$ cat src/rtl/wb_stage.sv
// rtl/wb_stage.sv - writeback stage: MEM/WB register, write-back mux, halt FSM, retire counter
//
// Purpose: holds the MEM/WB pipeline register, selects the write-back value,
// resolves the destination register and drives the register-file write port.
// Also owns the RUN/HALTED state machine and the retired-instruction counter.
//
// Ports:
//   clk, rst_n            clock, asynchronous active-low reset
//   stall, flush          hold the register / load a bubble (stall wins)
//   mem_*                 instruction fields arriving from the MEM stage
//   w_data, w_reg         register-file write data and destination
//   w_reg_cont            registered destination select, passed to decode
//   reg_w_en              register-file write enable
//   wb_valid              an instruction retires this cycle
//   halted                processor has halted
//   retired               retired-instruction count (wraps silently)

module wb_stage #(
   parameter int CNT_W = 16
) (
   input  logic             clk,
   input  logic             rst_n,
   input  logic             stall,
   input  logic             flush,
   input  logic             mem_valid,
   input  logic [15:0]      mem_instruc,
   input  logic [15:0]      mem_alu_out,
   input  logic [15:0]      mem_rd_data,
   input  logic [15:0]      mem_seq_PC,
   input  logic [1:0]       mem_wb_sel,
   input  logic [1:0]       mem_w_reg_cont,
   input  logic             mem_reg_w_en,
   input  logic             mem_halt,
   output logic [15:0]      w_data,
   output logic [2:0]       w_reg,
   output logic [1:0]       w_reg_cont,
   output logic             reg_w_en,
   output logic             wb_valid,
   output logic             halted,
   output logic [CNT_W-1:0] retired
);

   typedef enum logic {
      S_RUN    = 1'b0,
      S_HALTED = 1'b1
   } state_t;

   state_t     state_q, state_d;

   logic       valid_q,      valid_d;
   logic [15:0] instruc_q,   instruc_d;
   logic [15:0] alu_out_q,   alu_out_d;
   logic [15:0] rd_data_q,   rd_data_d;
   logic [15:0] seq_pc_q,    seq_pc_d;
   logic [1:0] wb_sel_q,     wb_sel_d;
   logic [1:0] w_reg_cont_q, w_reg_cont_d;
   logic       reg_w_en_q,   reg_w_en_d;
   logic       halt_q,       halt_d;
   logic [CNT_W-1:0] retired_q, retired_d;

   logic run;
   logic halt_retire;
   logic hold;

   assign run         = (state_q == S_RUN);
   // HALT leaving WB: the instruction behind it must not be captured.
   assign halt_retire = run & valid_q & halt_q & ~stall;
   assign hold        = ~run | stall | halt_retire;

   always_comb begin
      valid_d      = valid_q;
      instruc_d    = instruc_q;
      alu_out_d    = alu_out_q;
      rd_data_d    = rd_data_q;
      seq_pc_d     = seq_pc_q;
      wb_sel_d     = wb_sel_q;
      w_reg_cont_d = w_reg_cont_q;
      reg_w_en_d   = reg_w_en_q;
      halt_d       = halt_q;
      if (!hold) begin
         if (flush) begin
            valid_d      = 1'b0;
            instruc_d    = '0;
            alu_out_d    = '0;
            rd_data_d    = '0;
            seq_pc_d     = '0;
            wb_sel_d     = '0;
            w_reg_cont_d = '0;
            reg_w_en_d   = 1'b0;
            halt_d       = 1'b0;
         end else begin
            valid_d      = mem_valid;
            instruc_d    = mem_instruc;
            alu_out_d    = mem_alu_out;
            rd_data_d    = mem_rd_data;
            seq_pc_d     = mem_seq_PC;
            wb_sel_d     = mem_wb_sel;
            w_reg_cont_d = mem_w_reg_cont;
            reg_w_en_d   = mem_reg_w_en;
            halt_d       = mem_halt;
         end
      end
   end

   always_comb begin
      state_d   = state_q;
      retired_d = retired_q;
      if (halt_retire) begin
         state_d = S_HALTED;
      end
      if (wb_valid) begin
         retired_d = retired_q + 1'b1;
      end
   end

   always_ff @(posedge clk or negedge rst_n) begin
      if (!rst_n) begin
         state_q      <= S_RUN;
         retired_q    <= '0;
         valid_q      <= 1'b0;
         instruc_q    <= '0;
         alu_out_q    <= '0;
         rd_data_q    <= '0;
         seq_pc_q     <= '0;
         wb_sel_q     <= '0;
         w_reg_cont_q <= '0;
         reg_w_en_q   <= 1'b0;
         halt_q       <= 1'b0;
      end else begin
         state_q      <= state_d;
         retired_q    <= retired_d;
         valid_q      <= valid_d;
         instruc_q    <= instruc_d;
         alu_out_q    <= alu_out_d;
         rd_data_q    <= rd_data_d;
         seq_pc_q     <= seq_pc_d;
         wb_sel_q     <= wb_sel_d;
         w_reg_cont_q <= w_reg_cont_d;
         reg_w_en_q   <= reg_w_en_d;
         halt_q       <= halt_d;
      end
   end

   // Write-back source; the reserved encoding falls back to the ALU result.
   always_comb begin
      case (wb_sel_q)
         2'b01:   w_data = rd_data_q;
         2'b10:   w_data = seq_pc_q;
         default: w_data = alu_out_q;
      endcase
   end

   always_comb begin
      case (w_reg_cont_q)
         2'b00:   w_reg = instruc_q[4:2];
         2'b01:   w_reg = instruc_q[7:5];
         2'b10:   w_reg = instruc_q[10:8];
         default: w_reg = 3'd7;
      endcase
   end

   assign w_reg_cont = w_reg_cont_q;
   // Deliberately not gated by stall: the register file may rewrite the same value.
   assign reg_w_en   = valid_q & reg_w_en_q & ~halt_q & run;
   assign wb_valid   = valid_q & ~stall & run;
   assign halted     = ~run;
   assign retired    = retired_q;

endmodule
$ cat config.mk
export PLATFORM = sky130hd
export DESIGN_NAME = wb_stage
export DESIGN_NICKNAME = d
export VERILOG_FILES = /design/src/rtl/wb_stage.sv
export SDC_FILE = /design/constraint.sdc
export NUM_CORES = 1
export LEC_CHECK = 0
export CORE_MARGIN = 2
export CORE_UTILIZATION = 38
export CTS_CLUSTER_SIZE = 28
export DETAILED_ROUTE_END_ITERATION = 6
export PLACE_DENSITY = 0.67
export SLEW_MARGIN = 40
export SYNTH_ARGS = -nofsm -noshare
export SYNTH_HDL_FRONTEND = slang
export SYNTH_SLANG_ARGS = --single-unit
$ cat constraint.sdc
create_clock -name clk -period 3.8 [get_ports clk]
set_input_delay 1.14 -clock clk [delete_from_list [all_inputs] [get_ports clk]]
set_output_delay 1.14 -clock clk [all_outputs]
set_load 0.005 [all_outputs]
Word level (Yosys, flattened, before mapping)
Cells that the tools add are included.

Word-level logic and storage cells: 41. Bits in registers: 83. Input port bits: 75. Output and inout port bits: 40.

Eq/ne operators: 4. Muxes and demuxes: 11. Reductions and logical operators: 1. Add/sub/neg operators: 1. Bitwise operators: 13.

Operators by type and width (count): two-way mux 16 bit (3); case mux 16 bit (2 select lines) (1); adder 16 x 1 -> 16 bit (second input constant) (1); two-way mux 11 bit (1); case mux 3 bit (3 select lines) (1); bitwise AND 1 bit (8); equality test 2 x 1 -> 1 bit (second input constant) (2); equality test 2 bit (second input constant) (2); two-way mux 2 bit (2); two-way mux 1 bit (3); NOT 1 bit (3); logical NOT 2 bit (1); bitwise OR 1 bit (2).

Longest topological paths before layout
Gate-level depths: netlist of the first run.

Depth in word-level cells: 5. Gate-level depth with buffers: 6. Gate-level depth less buffers: 4.

Least setup slack after synthesis of the first run
OpenSTA, ideal clock, no wires.

Path kind: input port to output port. From: in stall. To: out wb_valid. Stages: 1. Arrival: 1.426 ns. Buffers on the path: 0. Required time: 2.660 ns. Setup slack: 1.234 ns. Cells stage by stage: nor3b_4.

Word-level cells in the longest chain between the ends: 3.

Ends and longest elaborated chain: from (decl) (RTL line 23) `input logic stall,`; NOT 1 bit (RTL line 165) `assign wb_valid = valid_q & ~stall & run;`; bitwise AND 1 bit (2 in a row) (RTL line 165); to (decl) (RTL line 38) `output logic wb_valid,`.

Every way passes these cells.

Final worst setup path of the first run
From: reg wb_sel_q[0]. To: out w_data[2].

Word-level cells in the longest chain between the ends: 2. Elaborated cells on any way between the ends: 3. Those cells by class: eq/ne: 2; mux: 1.

Ends and longest elaborated chain: from (decl) (RTL line 55) `logic [1:0] wb_sel_q, wb_sel_d;`; from (signal assigned) (RTL line 137) `wb_sel_q <= wb_sel_d;`; equality test 2 bit or equality test 2 x 1 -> 1 bit (tied branches) (RTL line 146) `case (wb_sel_q)`; case mux 16 bit (2 select lines) * (RTL line 146); to (decl) (RTL line 34) `output logic [15:0] w_data,`.

Mark *: on every way between the ends. The rest lies on a longest branch, timed or not.

==> out/results.tsv, run 1 <==
metric	value	unit
status	complete, no violations	
cts_buffers	9	
drtAntennaViolNets	0	
fin_crit	3570	ps
synth_cells	405	
clkTransAtPathRegs	80	ps
rsz0062_at_grt	false	
ys.flop_type	dfrtp_1	
dpl_cell_area	4950	µm²
r2r_start	halted	
yosysTopAreaCell	dfrtp_1	
die_area	10800	µm²
cts_setup_buffers	0	
rows	36	
hold_class	reg2reg	
clockBufferDepth	2	
cellLeakagePower	2.12	nW
start_kind	register	
post-synth-top-area-fraction	53.5	%
coreArea	9730	µm²
grt_pass1_vias	3034	
hold_viol	0	
synthToLayoutAreaGrowth	34.9	%
grt_pass1_wl	14.7	mm
arrival	2430	ps
clk_latency	340	ps
layout.nets	575	
drive_gt1_share	5.19	%
htree_levels	3	
clock_sinks	81	
path_class	reg2out	
tightest_slew	723	ps
syn_area_per_cell	9.36	µm²
routabilityCongestion	0.774	
max_cap_violations	0	
hold_end	retired[15]	
grt_usage	17.0	%
die_h	104	µm
start_util	39.0	%
antenna_found_initial	0	
ys_async_sr_fraction	100	%
gr-total-overflow	0	
finalSetupTns	0	ps
fp.dieW	104	µm
clock_skew	8.06	ps
syn-num-nets	483	
vias_per_cell	4.71	
slew_violations	0	
max_freq	280	MHz
port_buffers	107	
finalSetupViolCount	0	
crit_fanout	16	
ios	115	
first_iter_violations	124	
final_area	5110	µm²
powerDensity	594	nW/µm²
grt_max_degree	82	
tritoncts	built	
ys_seq_elements	81	
wl_per_cell	13.7	µm
synth.area.top_cells	dfrtp_1, nand2b_1, o21ai_0	
hold_buffers	0	
endpoint_kind	output port	
ff2ff_setup_slack	2200	ps
synth_edf_count	0	
cts_resized	0	
n_antenna_cell	0	
min_period_over_period	93.8	%
syn-cell-area	3790	µm²
drt-total-wl	8.71	mm
cts_root_buf	clkbuf_8	
yosys_warnings	0	
yosysSeqAreaShare	53.5	%
hpwl	6.17	mm
drc_errors	0	
min_from	retired[15]	
holdPathStages	1	
required	2660	ps
num_vias	2989	
ir_drop	343	µV
synth_cell_type_count	27	
r2r.worst_path.cells	5	
dr.pass1.iters	5	
regToRegEndpoint	retired[13]	
slew_headroom	51.8	%
==> worst max path at each step <==
stage	startpoint	endpoint	slack [ps]	depth (start not counted)
2_1_floorplan	stall	wb_valid	1230	1
3_3_place_gp	stall	wb_valid	320	3
3_5_place_dp	stall	wb_valid	320	3
4_1_cts	wb_sel_q[0]	w_data[2]	180	5
5_1_grt	wb_sel_q[0]	w_data[2]	1	5
6_report	wb_sel_q[0]	w_data[2]	230	5
==> cell usage in the layout, fill, tap and decap left out, drive strengths merged, types with 3 or more instances in the layout <==
cell type      Yosys  layout
o21ai             80      80
mux2               4       4
dfrtp             81      81
clkinv             0       3
buf                7       5
clkbuf            22      10
nand3              4       4
nand4              5       5
nand2             87      87
clkdlybuf4s50      0     105
xor2               4       4
xnor2             11      11
nand2b            65      65
o22a               3       3
a22oi             16      16
ha                 3       3
==> layout make-up <==
cell class                      count  area (µm²)
Clock buffer                       10         128
Clock inverter                      5        33.8
Fill cell                         929        4610
Inverter                            2        7.51
Multi-Input combinational cell    293        1650
Sequential cell                    81        2030
Tap cell                          133         166
Timing Repair Buffer              110        1100
==> synth_stat cells, types with 4 or more instances <==
| cell type | n |
|---|---|
| a22oi_1 | 16 |
| dfrtp_1 | 81 |
| nand3_1 | 4 |
| nand2_1 | 87 |
| nand2b_1 | 65 |
| xor2_1 | 4 |
| xnor2_1 | 11 |
| o21ai_0 | 72 |
| nand4_1 | 5 |
| clkbuf_1 | 22 |
| buf_2 | 4 |
| mux2_2 | 4 |
| o21ai_1 | 8 |
==> cells by family after synthesis <==
kind of cell / Yosys count / share of synthesized area, %
XOR/XNOR: 15 / 3.47
AO/OA/AOI/OAI: 101 / 14.9
buffers and inverters: 31 / 3.30
adder cells (fa/ha/maj): 3 / 0.990
multiplexers: 4 / 1.19
flip-flops: 81 / 53.5
AND/OR/NAND/NOR: 170 / 22.7
==> state kept, by name, summed over array words and instances (netlist names) <==
signal and flops:
alu_out_q 16, rd_data_q 16, retired 16, seq_pc_q 16, instruc_q 9, w_reg_cont 2
wb_sel_q 2, halt_q 1, halted 1, reg_w_en_q 1, valid_q 1
==> critical path: stages, from the launching register on <==
cell	delay [ps]
dfrtp_1	410
inv_1	60
ha_1	560
a22oi_1	210
o21ai_0	290
clkdlybuf4s50_1	560
==> metal layers <==
metal,GRT usage [%],vias up,share of wire (%)
met5,0,-,0
met4,4.63,0,0.91
met3,4.82,4,5.2
met2,26.9,80,47
met1,23.0,1370,46
li1,-,1535,-
==> through the flow <==
stage                     utilization (%)  std cells  total power [mW]  hold WS, ps  setup WS, ps
final                                52.6        634              3.04          474           234
after detailed placement             50.9        619              2.53          465           315
after floorplan                         -        405              1.94          442          1230
after CTS                            52.5        634              3.08          477           179
after global routing                 52.6        634              3.29          510         0.983
after global placement               50.6        618              2.48          458           324
==> report_power, final <==
part / total (mW) / internal (mW) / switching, mW
registers: 1.36 / 1.16 / 0.203
clock network: 0.535 / 0.233 / 0.302
logic: 1.14 / 0.593 / 0.550
total: 3.04 / 1.98 / 1.05
Power figures use the tool's default switching activity.
==> inputs of run 2 (changes only) <==
- GPL_ROUTABILITY_DRIVEN: not set -> 0
- REMOVE_ABC_BUFFERS: not set -> 1
==> run 2 against run 1 <==
Net effect: design area rose by 2.2%; first-iteration DRC count fell by 27%; clock-buffer cell count fell by 1; cell count rose by 0.79%; sequential power barely moved; die area did not move; fmax rose by 2.1%; non-clock buffer count rose by 4; combinational power barely moved; sequential cell count did not move; critical endpoint is now w_data[0]; largest cell class unchanged.
==> out/results.tsv, run 2 (synthesis gave the netlist of run 1 again) <==
metric	value	unit	change
htree_levels	3		unchanged
layout.nets	579		+0.70%
rows	36		unchanged
endpoint_kind	output port		
tightest_slew	714	ps	-9.06 ps
die_h	104	µm	unchanged
p_int	2.20	mW	+11%
wl_per_cell	13.2	µm	-4.0%
cts_buffers	9		unchanged
layout_commonest_cell	clkdlybuf4s50_1		
clock_sinks	81		unchanged
crit_fanout	10		-6
grt_pass1_vias	3103		+2.3%
rsz0062_at_grt	false		
drtAntennaViolNets	0		unchanged
sequentialPowerShare	41.5	%	-3.3 points
power_frac_clock	23.0	%	+5.4 points
fin_hold_ws	482	ps	+7.99 ps
clkTransAtPathRegs	90	ps	about the same
gr-total-overflow	0		unchanged
grt.busiest_layer	met2		
hpwl	5.84	mm	-5.2%
power.switching	1.06	mW	+0.72%
powerDensity	623	nW/µm²	+5.0%
cts_setup_buffers	0		unchanged
slew_violations	0		unchanged
max_cap_violations	0		unchanged
port_buffers	107		unchanged
ir_drop	320	µV	-6.7%
finalPower	3.26	mW	+7.3%
pwr-share-comb	35.5	%	-2.1 points
grt_pass1_wl	14.8	mm	+0.37%
grt_max_degree	82		unchanged
arrival	2350	ps	-80 ps
dr.pass1.iters	4		-1
ios	115		unchanged
grtUsageMet3	3.32	%	-1.5 points
path_class	reg2out		
n_antenna_cell	0		unchanged
finalSetupViolCount	0		unchanged
cp_cell_sequence	inv_1 > ha_1 > buf_4 > a22oi_1 > o21ai_0 > clkdlybuf4s50_1		
clk_latency	340	ps	about the same
coreArea	9730	µm²	unchanged
slew_headroom	52.4	%	+0.60 points
hold_viol	0		unchanged
cellLeakagePower	2.18	nW	+2.7%
num_vias	3037		+1.6%
switching_share	32.6	%	-2.1 points
min_period_over_period	91.9	%	-1.9 points
hold_class	reg2reg		
status	complete, no violations		
drive_gt1_share	6.13	%	+0.94 points
grt_usage	16.7	%	-0.35 points
synthToLayoutAreaGrowth	37.9	%	
met2_usage	25.8	%	-1.2 points
vias_per_cell	4.75		+0.81%
start_kind	register		
required	2660	ps	about the same
max_freq	286	MHz	+2.1%
start_util	39.0	%	unchanged
first_iter_violations	91		-27%
drt-total-wl	8.43	mm	-3.3%
finalSetupTns	0	ps	unchanged
clockBufferDepth	2		unchanged
hold_buffers	0		unchanged
fp.dieW	104	µm	unchanged
layout_common_cells	clkdlybuf4s50_1, nand2_1, dfrtp_1		
slowest_delay	540	ps	-20 ps
antenna_found_initial	0		unchanged
cts_resized	0		unchanged
cts_root_buf	clkbuf_8		
fin_crit	3490	ps	-72.9 ps
met1_usage	23.0	%	about the same
die_area	10800	µm²	unchanged
tritoncts	built		
clock_skew	10.1	ps	+2.09 ps
cp_slowest_cell	clkdlybuf4s50_1		
drc_errors	0		unchanged
==> run 2: changes by cell type in the layout (fill, tap and decap cells not counted) <==
cell             previous run  this run
clkinv_2                    2         1
bufinv_16                   0         3
buf_4                       3         6
clkbuf_1                    1         0
clkdlybuf4s50_1           105       106
==> run 2: worst paths after layout <==
path                              from  slack (ps)  depth (start not counted)            end
min in group asynchronous        rst_n         830                          1    seq_pc_q[6]
hold reg to reg            retired[15]         480                          1    retired[15]
max in group asynchronous        rst_n        2480                          1   instruc_q[6]
setup / recovery           wb_sel_q[0]         310                          6      w_data[0]
hold / removal             retired[15]         480                          1    retired[15]
setup reg to reg                halt_q        2160                          3  rd_data_q[13]
==> run 2: area by class of cell <==
type | instances | area [µm²]
clock buffers | 9 | 124
clock inverters | 7 | 119
fillers | 927 | 4500
inverters | 2 | 7.51
multi-input cells | 293 | 1650
flip-flops and latches | 81 | 2030
well taps | 133 | 166
repair buffers | 114 | 1140
==> run 2: worst max-delay path: cells and delay by family, from the launching register on <==
kind                       cells  cell delay (ps)
AOI/OAI and AO/OA              2              290
adders and majority gates      1              460
buffers and inverters          3              850
DFF                            1              400
==> run 2: power by group through the flow <==
stage                     logic (mW)  registers, mW  clock network (mW)
after floorplan                0.566           1.32                   0
after global placement          1.15           1.35                   0
after detailed placement        1.18           1.37                   0
after CTS                       1.18           1.35               0.772
after global routing            1.31           1.40               0.816
final                           1.16           1.35               0.749
==> run 2: metal layers <==
layer / vias to the layer above / share of wire [%]
met5: - / 0
met4: 0 / 2.0
met3: 14 / 4.2
met2: 82 / 45
met1: 1398 / 49
li1: 1543 / -
==> run 2: stage by stage <==
| stage | instances | instance area, µm² | setup slack (ps) | util (%) |
|---|---|---|---|---|
| 2_1_floorplan | 376 | 3670 | 505 | - |
| 3_3_place_gp | 623 | 4980 | 322 | 51.2 |
| 3_5_place_dp | 623 | 4990 | 318 | 51.2 |
| 4_1_cts | 639 | 5230 | 262 | 53.7 |
| 5_1_grt | 639 | 5230 | 164 | 53.7 |
| 6_report | 639 | 5230 | 307 | 53.7 |
